===== config.mk =====
export PLATFORM = sky130hd
export DESIGN_NAME = uart_tx_arbiter
export DESIGN_NICKNAME = d
export VERILOG_FILES = /design/src/rtl/uart_tx_arbiter.sv
export SDC_FILE = /design/constraint.sdc
export NUM_CORES = 1
export LEC_CHECK = 0
export CAP_MARGIN = 40
export CELL_PAD_IN_SITES_DETAIL_PLACEMENT = 0
export CELL_PAD_IN_SITES_GLOBAL_PLACEMENT = 2
export CORE_AREA = 3 3 77 79
export CTS_BUF_LIST = sky130_fd_sc_hd__clkbuf_16
export DETAILED_ROUTE_END_ITERATION = 8
export DIE_AREA = 0 0 80 82
export HOLD_SLACK_MARGIN = 0.03
export PLACE_DENSITY = 0.73
export SLEW_MARGIN = 20
export SYNTH_ARGS = -nofsm -noshare
export SYNTH_HDL_FRONTEND = slang
export SYNTH_SLANG_ARGS = --single-unit

===== constraint.sdc =====
create_clock -name clk -period 1.85 [get_ports clk]
set_input_delay 0.2775 -clock clk [delete_from_list [all_inputs] [get_ports clk]]
set_output_delay 0.2775 -clock clk [all_outputs]
set_load 0.005 [all_outputs]

===== src/rtl/uart_tx_arbiter.sv =====
// Round-robin arbiter that lets NREQ requesters share one uart_tx, one byte per grant.
// Optional issue watchdog is built only when UART_ARB_TIMEOUT_EN is defined.
module uart_tx_arbiter #(
  parameter int NREQ        = 4,
  parameter int TIMEOUT_CYC = 50000
) (
  input  logic                clk,
  input  logic                rst,
  input  logic [NREQ-1:0]     req,
  input  logic [8*NREQ-1:0]   req_dat,
  output logic [NREQ-1:0]     ack,
  output logic [NREQ-1:0]     grant,
  output logic                busy,
  output logic                new_dat,
  output logic [7:0]          tx_dat,
  input  logic                tx_done,
  output logic                timeout
);

  localparam int IW = $clog2(NREQ);

  if (NREQ < 2 || NREQ > 8 || TIMEOUT_CYC < 1 || TIMEOUT_CYC > 65535) begin : g_bad_param
    $error("uart_tx_arbiter: NREQ must be 2..8 and TIMEOUT_CYC 1..65535");
  end

  typedef enum logic [1:0] {IDLE, ISSUE, RELEASE} state_t;

  state_t          state_q;
  logic [IW-1:0]   last_q;
  logic [NREQ-1:0] grant_q;
  logic [NREQ-1:0] ack_q;
  logic            busy_q;
  logic            new_dat_q;
  logic [7:0]      tx_dat_q;
  logic            tx_done_q;

  logic            found;
  logic [IW-1:0]   win;
  logic [IW-1:0]   cand;
  logic [7:0]      win_byte;
  logic            rise;
  logic            to_hit;

  // Search starts one past the last owner so every requester gets a turn.
  always_comb begin
    found = 1'b0;
    win   = '0;
    cand  = '0;
    for (int k = 1; k <= NREQ; k++) begin
      cand = IW'((int'(last_q) + k) % NREQ);
      if (!found && req[cand]) begin
        found = 1'b1;
        win   = cand;
      end
    end
    win_byte = '0;
    for (int i = 0; i < NREQ; i++) begin
      if (win == IW'(i)) win_byte = req_dat[8*i +: 8];
    end
    rise = tx_done & ~tx_done_q;
  end

`ifdef UART_ARB_TIMEOUT_EN
  localparam logic [15:0] TO_LIM = 16'(TIMEOUT_CYC);

  logic [15:0] cnt_q;
  logic        timeout_q;

  // A rise landing on the limit cycle wins over the watchdog.
  assign to_hit  = (state_q == ISSUE) && ((cnt_q + 16'd1) == TO_LIM) && !rise;
  assign timeout = timeout_q;

  always_ff @(posedge clk) begin
    if (!rst) begin
      cnt_q     <= '0;
      timeout_q <= 1'b0;
    end else begin
      timeout_q <= to_hit;
      if (state_q == IDLE)       cnt_q <= '0;
      else if (state_q == ISSUE) cnt_q <= cnt_q + 16'd1;
    end
  end
`else
  assign to_hit  = 1'b0;
  assign timeout = 1'b0;
`endif

  always_ff @(posedge clk) begin
    if (!rst) begin
      state_q   <= IDLE;
      last_q    <= IW'(NREQ - 1);
      grant_q   <= '0;
      ack_q     <= '0;
      busy_q    <= 1'b0;
      new_dat_q <= 1'b0;
      tx_dat_q  <= '0;
      tx_done_q <= 1'b0;
    end else begin
      tx_done_q <= tx_done;
      ack_q     <= '0;
      case (state_q)
        IDLE: begin
          // A stale tx_done from a previous byte blocks any new issue.
          if (found && !tx_done) begin
            state_q   <= ISSUE;
            grant_q   <= NREQ'(1) << win;
            tx_dat_q  <= win_byte;
            new_dat_q <= 1'b1;
            last_q    <= win;
            busy_q    <= 1'b1;
          end
        end
        ISSUE: begin
          if (rise) begin
            new_dat_q <= 1'b0;
            ack_q     <= grant_q;
            state_q   <= RELEASE;
          end else if (to_hit) begin
            new_dat_q <= 1'b0;
            grant_q   <= '0;
            state_q   <= RELEASE;
          end
        end
        RELEASE: begin
          if (!tx_done) begin
            grant_q <= '0;
            busy_q  <= 1'b0;
            state_q <= IDLE;
          end
        end
        default: begin
          state_q   <= IDLE;
          grant_q   <= '0;
          busy_q    <= 1'b0;
          new_dat_q <= 1'b0;
        end
      endcase
    end
  end

  assign grant   = grant_q;
  assign ack     = ack_q;
  assign busy    = busy_q;
  assign new_dat = new_dat_q;
  assign tx_dat  = tx_dat_q;

endmodule


==> out/results.ini <==
[floorplan]
core_sq_um = 5405
rows = 27
ioPinCount = 58
die_h_um = 82
start_util_pct = 21.13
dieArea_sq_um = 6560
die_w_um = 80

[detailed_routing]
drt_iter0_drc = 55
wl_um = 3357
vias_per_cell = 4.404
firstDrtPassIters = 4
dr_total_vias = 1123
ant_nets = 0
drc = 0
wl_per_cell_um = 13.16

[run]
maxCapViolCount = 0

[layout]
most-common-layout-cells = clkdlybuf4s50_1 (55), dfxtp_1 (23), mux2i_1 (16), nand3_1 (16), buf_4 (13)
fin_nets = 223
fin_util_pct = 35.81
final_common_cell = clkdlybuf4s50_1
synthToLayoutAreaGrowth_pct = 69.44
diodes = 0
final_layout_size_suffix_gt1_share_pct = 13.66

[critical_path]
crit_type = in2reg
rr_endpoint = tx_dat[2]$_SDFFE_PN0P_
endpoint_kind = register
cp-start-kind = input pin
r2r_start = last_q[1]$_SDFFE_PN1P_
crit_fanout = 21
worst-r2r-setup-slack_ns = 0.24
worst-r2r-cell-count = 6
worst-endpoint-arrival_ns = 1.92
required_ns = 2.05

[timing]
holdWs_ns = 0.4837
finalCritPeriodShare_pct = 92.94
slew_viol_final = 0
clock_skew_ns = 0.001780
finalHoldViolations = 0
setup_ws_ns = 0.1306
fin_crit_ns = 1.719
fmax_mhz = 581.6
rsz0062_at_grt = no
finalSetupViolations = 0

[yosys]
seq_area_frac_synth_pct = 40.31
yosys.cell_types.count = 29
synth_fp_nets = 156
synth_warnings = 0
synthCells = 117
avgSynthCellArea_sq_um = 9.764
ys_ff_latch = 23
syn_area_sq_um = 1142

[power_and_ir_drop]
pwr_density_cell_nw_per_um2 = 728.5
ir_drop_uv = 381.9
p_leak_uw = 0.0007815

[hold_path]
hold_end = tx_dat[5]$_SDFFE_PN0P_
min_from = tx_dat[5]$_SDFFE_PN0P_
hold_path.class = reg2reg
hold-path-cell-count = 2

[place]
preCtsSetupSlack_ns = -0.1520
io_buffers = 56
gp_congestion = 0.6783
hpwlAfterDp_um = 2710

[clocking]
h-tree-depth = 1
cts_tree = done
cts_made_buffers = 3
cts_setup_buffers = 0
cts_sinks = 23
clock_latency_ns = 0.25
clockBufferDepth = 2
clk_pin_slew_worst_paths_ns = 0.06
root_buffer = clkbuf_16

[global_route]
grt_usage_pct = 10.52
grt_max_degree = 22
grt-ovfl-total = 0
antenna_found_initial = 0
grt_pass1_wl_um = 5416
grt_pass1_vias = 1115

[status]
status = complete, no violations

-- synthesized netlist by cell type --
library cell / count / area share, %
dfxtp_1: 23 / 40
mux2i_1: 18 / 16
nand3_1: 16 / 7.0
o221ai_1: 7 / 5.4
and2_1: 6 / 3.3
nand2_1: 5 / 1.6
a21oi_1: 4 / 1.8
nor2_1: 4 / 1.3
buf_4: 3 / 2.0
buf_6: 3 / 3.0
inv_1: 3 / 0.99
nor2b_1: 3 / 1.6
a21boi_0: 2 / 1.3
clkbuf_1: 2 / 0.66
o211ai_1: 2 / 1.3
o21ai_0: 2 / 0.88
o31ai_1: 2 / 1.3
a31o_2: 1 / 0.77
and3_1: 1 / 0.55
conb_1: 1 / 0.33
nor3b_1: 1 / 0.66
nor4_2: 1 / 1.1
nor4_4: 1 / 1.9
o21a_1: 1 / 0.66
o221a_2: 1 / 0.99
o221ai_2: 1 / 1.3
o22a_1: 1 / 0.77
o22ai_1: 1 / 0.55
or4_4: 1 / 0.99
-- per-stage QoR --
step                      instance area [sq um]  instances  total power [uW]  TNS, ns
after floorplan                            1142        117             760.6        0
after global placement                     1847        251             960.3  -0.7092
after detailed placement                   1847        251             969.3   -1.526
after CTS                                  1926        255              1429        0
after global routing                       1936        255              1493        0
final                                      1936        255              1410        0
-- logic make-up after synthesis --
| kind of cell | after synthesis | share of synthesized area (%) |
|---|---|---|
| DFF | 23 | 40.31 |
| AOI/OAI and AO/OA | 25 | 16.98 |
| muxes | 18 | 15.77 |
| buffers and inverters | 11 | 6.572 |
| and+or+nand+nor | 39 | 20.04 |
| other | 1 | 0.3283 |
-- power by group --
part	switching (uW)	internal, uW	total (uW)
sequential	32.0	536	568
clock	166	288	454
combinational	147	242	388
-- sequential cells by signal, summed over array words and instances (netlist names) --
| name | cells |
|---|---|
| state_q | 2 |
| busy | 1 |
| tx_dat | 8 |
| last_q | 2 |
| grant | 4 |
| tx_done_q | 1 |
| ack | 4 |
| new_dat | 1 |
-- layout make-up --
type                    instances  area, sq um
fillers                       551         3470
repair buffers                 70        680.7
multi-input cells              83        614.3
flip-flops and latches         23        460.4
well taps                      72        90.09
clock buffers                   3        75.07
inverters                       3        11.26
clock inverters                 1        3.754
-- worst max-delay path by stage --
| stage | from | end | slack (ns) | depth (start not counted) |
|---|---|---|---|---|
| 2_1_floorplan | state_q[0]$_SDFFE_PN0P_ | tx_dat[4]$_SDFFE_PN0P_ | 0.37 | 5 |
| 3_3_place_gp | req[3] | grant[3]$_SDFFE_PN0P_ | -0.09 | 6 |
| 3_5_place_dp | req[0] | tx_dat[2]$_SDFFE_PN0P_ | -0.15 | 7 |
| 4_1_cts | req[3] | grant[3]$_SDFFE_PN0P_ | 0.11 | 6 |
| 5_1_grt | req[1] | tx_dat[1]$_SDFFE_PN0P_ | 0.01 | 7 |
| 6_report | req[1] | grant[1]$_SDFFE_PN0P_ | 0.13 | 7 |
-- routing by layer --
layer  track usage [%]  wire (um)  share of wire [%]
met4             2.534         19               0.57
met2             17.88       1694                 50
met1             13.03       1451                 43
met5                 0          0                  0
met3             3.180        192                5.7
-- worst max-delay path: stages --
cell             delay, ns
clkdlybuf4s50_1       0.52
nor2b_1               0.21
a21oi_1               0.07
o221a_2               0.30
buf_12                0.17
o31ai_1               0.23
and2_1                0.15
-- timing repair --
item,4_1_cts,5_1_grt
hold endpoints to repair,0,0
hold buffers,0,0
resized for setup,0,3
setup endpoints to repair,0,3
Power figures use the tool's default switching activity.
